[config.mk]
export PLATFORM = sky130hd
export DESIGN_NAME = pacman_mover
export DESIGN_NICKNAME = d
export VERILOG_FILES = /design/src/rtl/pacman_mover_pkg.sv /design/src/rtl/step_ticker.sv /design/src/rtl/pacman_mover.sv
export SDC_FILE = /design/constraint.sdc
export NUM_CORES = 1
export LEC_CHECK = 0
export CELL_PAD_IN_SITES_DETAIL_PLACEMENT = 2
export CELL_PAD_IN_SITES_GLOBAL_PLACEMENT = 2
export CORE_AREA = 4 4 98 146
export CTS_CLUSTER_SIZE = 14
export DETAILED_ROUTE_END_ITERATION = 8
export DIE_AREA = 0 0 102 150
export PLACE_DENSITY_LB_ADDON = 0.1
export SLEW_MARGIN = 5
export SYNTH_ARGS = -nofsm -noshare
export SYNTH_HDL_FRONTEND = slang
export SYNTH_HIERARCHICAL = 1
export SYNTH_SLANG_ARGS = --single-unit
[constraint.sdc]
create_clock -name clock -period 4 [get_ports clock]
set_clock_uncertainty 0.05 [all_clocks]
set_input_delay 0.4 -clock clock [delete_from_list [all_inputs] [get_ports clock]]
set_output_delay 0.4 -clock clock [all_outputs]
set_load 0.05 [all_outputs]
[src/rtl/pacman_mover_pkg.sv]
// rtl/pacman_mover_pkg.sv - shared game types: directions, mover FSM states, target step helper
package pacman_mover_pkg;

    typedef enum logic [1:0] {
        DIR_UP    = 2'd0,
        DIR_DOWN  = 2'd1,
        DIR_LEFT  = 2'd2,
        DIR_RIGHT = 2'd3
    } dir_t;

    typedef enum logic [1:0] {
        ST_IDLE      = 2'd0,
        ST_REQUEST   = 2'd1,
        ST_WAIT_RESP = 2'd2,
        ST_UPDATE    = 2'd3
    } state_t;

    // One-pixel step from (x, y) in direction dir, returned as {tx, ty}.
    // The playfield wraps horizontally at x_max and clamps vertically at 0/255.
    function automatic logic [15:0] step_target(input logic [7:0] x,
                                                input logic [7:0] y,
                                                input dir_t       dir,
                                                input logic [7:0] x_max);
        logic [7:0] tx;
        logic [7:0] ty;
        tx = x;
        ty = y;
        case (dir)
            DIR_UP:    ty = (y == 8'd0)   ? y     : y - 8'd1;
            DIR_DOWN:  ty = (y == 8'd255) ? y     : y + 8'd1;
            DIR_LEFT:  tx = (x == 8'd0)   ? x_max : x - 8'd1;
            DIR_RIGHT: tx = (x == x_max)  ? 8'd0  : x + 8'd1;
            default:   ;
        endcase
        return {tx, ty};
    endfunction

endpackage

[src/rtl/step_ticker.sv]
// rtl/step_ticker.sv - free-running movement step divider
//
// Ports:
//   clock  in  system clock, rising edge
//   resetn in  synchronous active-low reset (counter to 0)
//   tick   out one-cycle pulse while the counter sits at TICK_DIV-1 (the wrap cycle)
module step_ticker #(
    parameter logic [19:0] TICK_DIV = 20'd833333
) (
    input  logic clock,
    input  logic resetn,
    output logic tick
);

    logic [19:0] count;

    assign tick = (count == TICK_DIV - 20'd1);

    always_ff @(posedge clock) begin
        if (!resetn) begin
            count <= 20'd0;
        end else if (tick) begin
            count <= 20'd0;
        end else begin
            count <= count + 20'd1;
        end
    end

endmodule

[src/rtl/pacman_mover.sv]
// rtl/pacman_mover.sv - Pacman position stepper with collision-checker handshake
//
// Ports:
//   clock, resetn                          clock and synchronous active-low reset
//   key_up/key_down/key_left/key_right     level direction requests, up > down > left > right
//   move_next, able_to_move                collision checker response pulse and verdict
//   target_x, target_y, target_valid       coordinate to test, with one-cycle valid pulse
//   pacman_x, pacman_y                     committed position
//   facing                                 active direction (0 up, 1 down, 2 left, 3 right)
//   moved                                  one-cycle pulse per committed position change
//
// Each state's outputs are registered on the edge that enters it, so target_valid
// is high during REQUEST (one cycle after tick) and moved/the new position appear
// during UPDATE (one cycle after the accepting move_next).
module pacman_mover #(
    parameter logic [7:0]  X_INIT   = 8'd80,
    parameter logic [7:0]  Y_INIT   = 8'd60,
    parameter logic [7:0]  X_MAX    = 8'd159,
    parameter logic [19:0] TICK_DIV = 20'd833333,
    parameter logic [4:0]  TIMEOUT  = 5'd16
) (
    input  logic       clock,
    input  logic       resetn,
    input  logic       key_up,
    input  logic       key_down,
    input  logic       key_left,
    input  logic       key_right,
    input  logic       move_next,
    input  logic       able_to_move,
    output logic [7:0] target_x,
    output logic [7:0] target_y,
    output logic       target_valid,
    output logic [7:0] pacman_x,
    output logic [7:0] pacman_y,
    output logic [1:0] facing,
    output logic       moved
);

    import pacman_mover_pkg::*;

    state_t      state;
    state_t      state_next;
    dir_t        pending_dir;
    dir_t        facing_q;
    logic [4:0]  wait_count;
    logic        tick;
    logic [7:0]  step_x;
    logic [7:0]  step_y;
    logic        start_req;
    logic        accept;
    logic        timed_out;

    step_ticker #(
        .TICK_DIV (TICK_DIV)
    ) u_ticker (
        .clock  (clock),
        .resetn (resetn),
        .tick   (tick)
    );

    // pending_dir becomes the active direction as the request is launched,
    // so the step is computed from it directly.
    assign {step_x, step_y} = step_target(pacman_x, pacman_y, pending_dir, X_MAX);

    assign facing    = facing_q;
    assign start_req = (state == ST_IDLE) && tick;
    assign accept    = (state == ST_WAIT_RESP) && move_next && able_to_move;
    assign timed_out = (wait_count == TIMEOUT - 5'd1);

    always_ff @(posedge clock) begin
        if (!resetn) begin
            state <= ST_IDLE;
        end else begin
            state <= state_next;
        end
    end

    always_comb begin
        state_next = state;
        case (state)
            ST_IDLE: begin
                if (tick) begin
                    state_next = ST_REQUEST;
                end
            end
            ST_REQUEST: begin
                state_next = ST_WAIT_RESP;
            end
            ST_WAIT_RESP: begin
                if (move_next) begin
                    state_next = able_to_move ? ST_UPDATE : ST_IDLE;
                end else if (timed_out) begin
                    state_next = ST_IDLE;
                end
            end
            ST_UPDATE: begin
                state_next = ST_IDLE;
            end
            default: begin
                state_next = ST_IDLE;
            end
        endcase
    end

    always_ff @(posedge clock) begin
        if (!resetn) begin
            pending_dir  <= DIR_LEFT;
            facing_q     <= DIR_LEFT;
            target_x     <= X_INIT;
            target_y     <= Y_INIT;
            target_valid <= 1'b0;
            pacman_x     <= X_INIT;
            pacman_y     <= Y_INIT;
            moved        <= 1'b0;
            wait_count   <= 5'd0;
        end else begin
            target_valid <= 1'b0;
            moved        <= 1'b0;

            // No key held: keep the last requested direction.
            if (key_up) begin
                pending_dir <= DIR_UP;
            end else if (key_down) begin
                pending_dir <= DIR_DOWN;
            end else if (key_left) begin
                pending_dir <= DIR_LEFT;
            end else if (key_right) begin
                pending_dir <= DIR_RIGHT;
            end

            if (start_req) begin
                facing_q     <= pending_dir;
                target_x     <= step_x;
                target_y     <= step_y;
                target_valid <= 1'b1;
            end

            // Counts cycles spent in WAIT_RESP; zero on the first one.
            if (state == ST_WAIT_RESP) begin
                wait_count <= wait_count + 5'd1;
            end else begin
                wait_count <= 5'd0;
            end

            // A clamped step targets the current position: commit it silently.
            if (accept) begin
                pacman_x <= target_x;
                pacman_y <= target_y;
                moved    <= (target_x != pacman_x) || (target_y != pacman_y);
            end
        end
    end

endmodule
---- Word level (Yosys, flattened, before mapping) ----
Index checks and enable logic that the tools add are counted.
storage, ports and cells
  output and inout port bits .............. 36
  logic and storage cells ................. 64
  input bits .............................. 8
  register bits ........................... 65
operators by class
  equal/unequal tests ..................... 14
  bitwise gates (word level) .............. 1
  add/subtract/negate cells ............... 6
  muxes and demuxes ....................... 16
  reduce and logical (&&, ||, !) cells .... 15
operators by type and width
  operator                                                                number
  8-bit 2-to-1 mux                                                        4
  8-bit case mux with 2 select lines                                      2
  20-bit by 1-bit adder with 20-bit output (second input constant)        1
  20-bit equality test (second input constant)                            1
  8-bit by 1-bit adder with 8-bit output (second input constant)          2
  8-bit equality test (second input constant)                             2
  8-bit zero test                                                         2
  2-bit 2-to-1 mux                                                        8
  8-bit inequality test                                                   2
  8-bit by 1-bit subtractor with 8-bit output (second input constant)     2
  2-bit equality test (second input constant)                             4
  2-bit case mux with 4 select lines                                      1
  2-bit AND reduction                                                     3
  5-bit by 1-bit adder with 5-bit output (second input constant)          1
  5-bit by 4-bit equality test with 1-bit output (second input constant)  1
  2-bit by 1-bit equality test with 1-bit output (second input constant)  2
  2-bit zero test                                                         2
  4-bit nonzero test                                                      1
  2-bit OR reduction                                                      2
  1-bit logical AND                                                       3
  3-bit inequality test (second input constant)                           1
  3-bit nonzero test                                                      1
  2-bit inequality test (second input constant)                           1
  1-bit logical OR                                                        1
  other kinds (2)                                                         2

---- Longest topological paths before layout ----
Gate-level depths: netlist of run 1.
  depth after elaboration ................. 4
  depth in mapped cells ................... 9
  depth with buffers taken out ............ 9

---- Cells and area by module ----
The synthesis of run 1 kept the hierarchy.
modules (own cells, without submodules)
  module        sequential area each (sq um)  times used  area an instance (sq um)  cells an instance
  pacman_mover  900.9                         1           2763.9                    349
  step_ticker   400.4                         1           947.2                     110

---- Worst setup path before layout of run 1 ----
Ideal clock, no wire load.
  path kind ............................... register to register
  start point ............................. register pacman_y[0]
  end point ............................... register target_y[0]
  arrival time ............................ 2.208 ns
  path buffers ............................ 1
  data required time ...................... 3.876 ns
  clock period less this slack ............ 2.333 ns
  path slack .............................. 1.667 ns
  setup time .............................. 0.074 ns
  cell stages (with the launch flop) ...... 8
  cell sequence ........................... dfxtp_1 -> clkbuf_1 -> inv_1 -> ha_1 -> or3b_2 -> nor3_2 -> or4_1 -> a31oi_1
between the ends
  cells in the longest elaborated chain, start to end .. 3
  elaborated cells between the ends (all ways) .. 7
  those cells by class .................... add/sub: 2; eq/ne: 1; mux: 3; reduce/logical: 1
RTL lines
  element                                                         line                                            text
  from (decl)                                                     pacman_mover.sv:34                              output logic [7:0] pacman_y,
  from (signal assigned)                                          pacman_mover.sv:148                             pacman_y <= target_y;
  8-bit by 1-bit adder with 8-bit output (tied with other cells)  pacman_mover_pkg.sv:30                          DIR_DOWN: ty = (y == 8'd255) ? y : y + 8'd1;
  8-bit 2-to-1 mux, on equally long branches                      pacman_mover_pkg.sv:30, pacman_mover_pkg.sv:29
  8-bit case mux with 2 select lines *                            pacman_mover_pkg.sv:28                          case (dir)
  to (signal assigned)                                            pacman_mover.sv:134                             target_y <= step_y;
  to (decl)                                                       pacman_mover.sv:31                              output logic [7:0] target_y,
Every way passes the cells marked *; elsewhere a longest branch is shown, timed or not.
A chain may end at the register's enable or synchronous reset.

---- Final worst setup path of run 1 ----
  start point ............................. register u_ticker.count[0]
  end point ............................... register target_y[5]
between the ends
  cells in the longest elaborated chain, start to end .. 2
RTL lines
  element                 line                text
  from (decl)             step_ticker.sv:15   logic [19:0] count;
  from (signal assigned)  step_ticker.sv:25   count <= count + 20'd1;
  20-bit equality test    step_ticker.sv:17   assign tick = (count == TICK_DIV - 20'd1);
  net tick                pacman_mover.sv:46  logic tick;
  1-bit logical AND       pacman_mover.sv:66  assign start_req = (state == ST_IDLE) && tick;
The timed path passes the listed nets, and every way through them passes these cells.

==> results.json, run 1 <==
{
  "place_area_um2": 4230,
  "pre_cts_ws_ps": 1440,
  "layout_commonest_cell": "dfxtp_1",
  "cts_resized": 0,
  "ant_nets": 0,
  "crit_chain": "inv_1 > ha_1 > nand4b_1 > or4_1 > nor3_1 > nand4bb_1 > inv_1 > o21ai_0 > o32a_1",
  "p_leak_nw": 1.52,
  "routed_wl_um": 12700,
  "grt_setup_unrepaired": "no",
  "antenna_found_initial": 0,
  "grt_pass1_wl_um": 20600,
  "ys_top_cells_by_area": "dfxtp_1 (35%), xnor2_1 (8.3%), nand2_1 (4.9%)",
  "avgSynthCellArea_um2": 8.09,
  "setup_slack_ps": 1470,
  "arrival_ps": 2700,
  "final_hold_viol_count": 0,
  "core-area_um2": 13000,
  "min_from": "wait_count[0]",
  "fin_area_um2": 4480,
  "drt_iter0_markers": 92,
  "synth_edf_count": 0,
  "critical_path_required_ps": 4170,
  "hold_end": "wait_count[0]",
  "syn-num-nets": 476,
  "cts_buffer_depth": 2,
  "post-dp-hpwl_um": 9260,
  "cts_tree": "built",
  "setup_viol": 0,
  "postCtsHoldBufs": 0,
  "rows": 51,
  "async_flop_share_pct": 0,
  "tns_ps": 0,
  "initial_utilization_pct": 28.5,
  "die-area_um2": 15300,
  "place.gp.congestion": 0.785,
  "min-delay-path-class": "flip-flop to flip-flop",
  "io-pin-count": 44,
  "cts_sinks": 65,
  "placed_cells": 634,
  "htreeDepth": 3,
  "numPortBuffers": 43,
  "ys_types": 62,
  "fin_nets": 503,
  "drc_errors": 0,
  "cts-root-buf": "clkbuf_16",
  "fp.dieH_um": 150,
  "area_growth_syn_to_layout_pct": 20.7,
  "timing.fmax_ghz": 0.395,
  "period_needed_ps": 2530,
  "vias_per_cell": 5.40,
  "syn_area_um2": 3710,
  "grt_pass1_vias": 3739,
  "cpMaxStageDelayCell": "or4_1",
  "synth_top_area_share_pct": 35.1,
  "layoutNonFillerInstCount": 647,
  "status": "completed",
  "cpPeakStageDelay_ps": 480,
  "drive_gt1_share_pct": 6.97,
  "cpMostUsedCell": "inv_1",
  "track_usage_pct": 17.5,
  "dr.pass1.iters": 4,
  "post_cts_buffers": 0,
  "whs_ps": 406,
  "tightest_slew_ps": 940,
  "ys_seq_area_share_pct": 35.1,
  "finalMaxSlewViolations": 0,
  "layout_common_cells": "dfxtp_1 (65), nand2_1 (48), clkdlybuf4s50_1 (43), nor2_1 (40), xnor2_1 (35)",
  "antennaDiodeCount": 0,
  "synth_top_cell_by_area": "dfxtp_1",
  "powerDensity_nw_per_um2": 316,
  "maxCapViolCount": 0,
  "chipWidth_um": 102,
  "synth-seq-cells": 65,
  "whs_path_depth": 1,
  "start_kind": "flip-flop",
  "yosysWarningCount": 6,
  "num_vias": 3496,
  "r2r_slack_ps": 1470,
  "synthCells": 459,
  "ys.flop_type": "dfxtp_1",
  "r2r-end": "target_y[5]",
  "path_class": "flip-flop to flip-flop",
  "max_slew_margin_pct": 37.3,
  "vdd_ir_drop_max_uv": 168,
  "clk_latency_ps": 330,
  "path_max_fanout": 5,
  "overflow": 0,
  "reg2regPathDepth": 9,
  "worst_r2r_startpoint": "u_ticker/count[0]",
  "period_share_pct": 63.2,
  "crit_path_end_kind": "flip-flop",
  "cts_made_buffers": 9,
  "fin_util_pct": 34.4,
  "total_power_mw": 1.42,
  "nFillCells": 1538,
  "grt_max_degree": 23,
  "path_clk_slew_ps": 50,
  "routedWlPerCell_um": 19.6
}
[state kept, by name, summed over array words and instances, names as in the netlist]
register,flops
u_ticker/count,20
pacman_x,8
pacman_y,8
target_x,8
target_y,8
wait_count,5
facing,2
pending_dir,2
state,2
moved,1
target_valid,1
[synth_stat cells, types with 8 or more instances]
master    instances
ha_1              9
a21oi_1          30
inv_1            24
nor2_1           40
buf_2            14
o21ai_0          19
nand2_1          48
nand3_1          19
nor3_1           16
a31oi_1           8
clkbuf_1          9
nand4_1          11
dfxtp_1          65
xnor2_1          35
[logic make-up (layout without fill, tap and decap cells)]
group / Yosys count / after routing / synth area share, %
fa+ha+maj: 9 / 9 / 3.03
buf+inv: 56 / 85 / 6.74
mux: 5 / 5 / 1.35
xor+xnor: 38 / 38 / 8.97
simple gates: 189 / 189 / 27.6
compound gates: 97 / 97 / 17.2
flops: 65 / 65 / 35.1
[power by group]
group          total (mW)  internal [mW]  switching (mW)
clock network       0.696          0.425           0.272
logic              0.0551         0.0215          0.0336
registers           0.665          0.652          0.0127
total                1.42           1.10           0.318
[layer usage]
metal	GRT usage, %	part of all wire (%)
met5	0	0
met4	5.65	2.4
met1	19.0	39
met3	4.57	3.6
met2	32.4	55
[how the worst max path moves through the flow]
stage | to | cells past startpoint | slack, ps | from
6_report | target_y[5] | 9 | 1470 | u_ticker/count[0]
5_1_grt | target_y[5] | 9 | 1200 | u_ticker/count[0]
4_1_cts | target_y[5] | 9 | 1430 | u_ticker/count[0]
3_5_place_dp | target_y[5] | 9 | 1440 | u_ticker/count[0]
3_3_place_gp | target_y[5] | 9 | 1560 | u_ticker/count[0]
2_1_floorplan | target_y[0] | 7 | 1670 | pacman_y[0]
[critical path, delay by kind of cell, from the launching register on]
| kind | cells | cell delay, ps |
|---|---|---|
| adders and majority gates | 1 | 150 |
| DFF | 1 | 350 |
| and+or+nand+nor | 4 | 1140 |
| buffers and inverters | 2 | 290 |
| AOI/OAI and AO/OA | 2 | 430 |
[cell type report]
type | instances | area [um^2] | area share, %
Timing Repair Buffer | 47 | 460 | 10.3
Tap cell | 159 | 199 | 4.44
Clock inverter | 1 | 5.00 | 0.112
Multi-Input combinational cell | 338 | 2170 | 48.5
Inverter | 25 | 93.8 | 2.09
Sequential cell | 65 | 1300 | 29.1
Clock buffer | 12 | 246 | 5.50
No activity file was read; power rests on OpenSTA's default activity.
==> run 2, diff against run 1 <==
==> constraint.sdc (replaced) <==
create_clock -name clock -period 2 [get_ports clock]
set_clock_uncertainty 0.05 [all_clocks]
set_input_delay 0.2 -clock clock [delete_from_list [all_inputs] [get_ports clock]]
set_output_delay 0.2 -clock clock [all_outputs]
set_load 0.05 [all_outputs]
==> results.json, run 2 (same netlist as run 1, synthesis figures left out) <==
{
  "status": "finished, violations left",
  "violations": "negative setup slack",
  "drc_errors": 0,
  "period_needed_ps": 2210,
  "worst_r2r_startpoint": "u_ticker/count[0]",
  "r2r_slack_ps": -210,
  "crit_path_end_kind": "flip-flop",
  "finalMaxSlewViolations": 0,
  "track_usage_pct": 19.5,
  "chipWidth_um": 102,
  "r2r-end": "target_y[1]",
  "cts_made_buffers": 9,
  "path_max_fanout": 7,
  "cts_buffer_depth": 2,
  "powerDensity_nw_per_um2": 616,
  "multi_input_area_um2": 2300,
  "drive_gt1_share_pct": 26.6,
  "critical_path_required_ps": 2160,
  "tns_ps": -2600,
  "grt_pass1_vias": 4168,
  "pre_cts_ws_ps": -215,
  "clockPowerShare_pct": 54.5,
  "final_hold_viol_count": 0,
  "cts-root-buf": "clkbuf_16",
  "period_share_pct": 110,
  "whs_path_depth": 1,
  "maxCapViolCount": 0,
  "internal_power_mw": 2.52,
  "start_kind": "flip-flop",
  "clk_latency_ps": 330,
  "vias_per_cell": 5.33,
  "initial_utilization_pct": 28.5,
  "dr.pass1.iters": 5,
  "max_slew_margin_pct": 37.2,
  "grt_setup_unrepaired": "yes",
  "timing.fmax_ghz": 0.453,
  "fp.dieH_um": 150,
  "tightest_slew_ps": 918,
  "htreeDepth": 3,
  "fin_nets": 569,
  "rows": 51,
  "io-pin-count": 44,
  "reg2regPathDepth": 10,
  "arrival_ps": 2370,
  "antennaDiodeCount": 0,
  "p_switching_mw": 0.705,
  "combPwrFrac_pct": 4.9,
  "ant_nets": 0,
  "placed_cells": 691,
  "place_area_um2": 4690,
  "postCtsHoldBufs": 0,
  "cts_tree": "built",
  "fin_util_pct": 40.2,
  "area_growth_syn_to_layout_pct": 41.1,
  "overflow": 0,
  "layout_commonest_cell": "buf_4",
  "routed_wl_um": 14200,
  "routedWlPerCell_um": 19.8,
  "antenna_found_initial": 0,
  "grt_pass1_wl_um": 22900,
  "place.gp.congestion": 0.821,
  "die-area_um2": 15300,
  "path_clk_slew_ps": 60,
  "p_seq_share_pct": 40.6,
  "numPortBuffers": 43,
  "setup_slack_ps": -207,
  "min-delay-path-class": "flip-flop to flip-flop",
  "vdd_ir_drop_max_uv": 340,
  "p_leak_nw": 1.96,
  "nFillCells": 1488,
  "min_from": "wait_count[0]",
  "largest_reg_flops": 20,
  "setup_viol": 18,
  "num_vias": 3819,
  "seqCellArea_um2": 1310,
  "grt_max_degree": 22,
  "drt_iter0_markers": 93,
  "core-area_um2": 13000,
  "layout_common_cells": "buf_4 (73), dfxtp_1 (58), nand2_1 (45), nor2_1 (39), xnor2_1 (35)",
  "fin_area_um2": 5240,
  "regMostFlops": "u_ticker/count",
  "swShare_pct": 21.8,
  "hold_end": "wait_count[0]",
  "post-dp-hpwl_um": 10600,
  "cts_sinks": 65,
  "path_class": "flip-flop to flip-flop",
  "layoutNonFillerInstCount": 716
}
run 2: cell type report:
cell class | instances | share of cell area, %
clock buffers | 11 | 4.83
clock inverters | 5 | 1.48
inverters | 25 | 1.79
multi-input cells | 338 | 44.0
flip-flops and latches | 65 | 25.0
well taps | 159 | 3.80
repair buffers | 113 | 19.0
run 2: how the worst max path moves through the flow:
stage                      startpoint           to  slack [ps]
floorplan                 pacman_y[0]  target_y[0]         -40
global placement    u_ticker/count[0]  target_y[5]        -130
detailed placement  u_ticker/count[0]  target_y[7]        -210
CTS                 u_ticker/count[0]  target_y[5]        -180
global route        u_ticker/count[0]  target_y[1]        -330
finish              u_ticker/count[0]  target_y[1]        -210
run 2: per-stage QoR:
stage,hold WS (ps),power (mW)
after floorplan,229,1.41
after global placement,386,1.49
after detailed placement,405,1.49
after CTS,410,3.28
after global routing,437,3.37
final,413,3.23
run 2: power groups by stage:
stage,Clock (mW),Sequential (mW),Combinational [mW]
global route,1.88,1.31,0.173
floorplan,0,1.34,0.0757
global placement,0,1.34,0.147
CTS,1.81,1.31,0.154
detailed placement,0,1.34,0.149
finish,1.76,1.31,0.159
run 2: critical path: stages, from the launching register on:
cell	delay, ps
dfxtp_2	320
inv_2	50
ha_2	150
nand4b_1	90
or4_4	450
nor3_4	230
nor3b_4	270
buf_12	170
buf_12	120
o21a_1	120
a31oi_1	70
run 2: timing repair:
item | 4_1_cts | 5_1_grt
setup endpoints to repair | 17 | 21
pin swaps | 5 | 2
gates resized for setup | 9 | 29
setup buffers | 6 | 5
run 2: layer usage:
layer	vias to the layer above	track usage [%]	share of wire, %
met4	0	5.38	1.2
met3	14	3.45	2.5
met1	1938	21.6	40
met2	50	36.9	57
li1	1817	-	-
met5	-	0	0
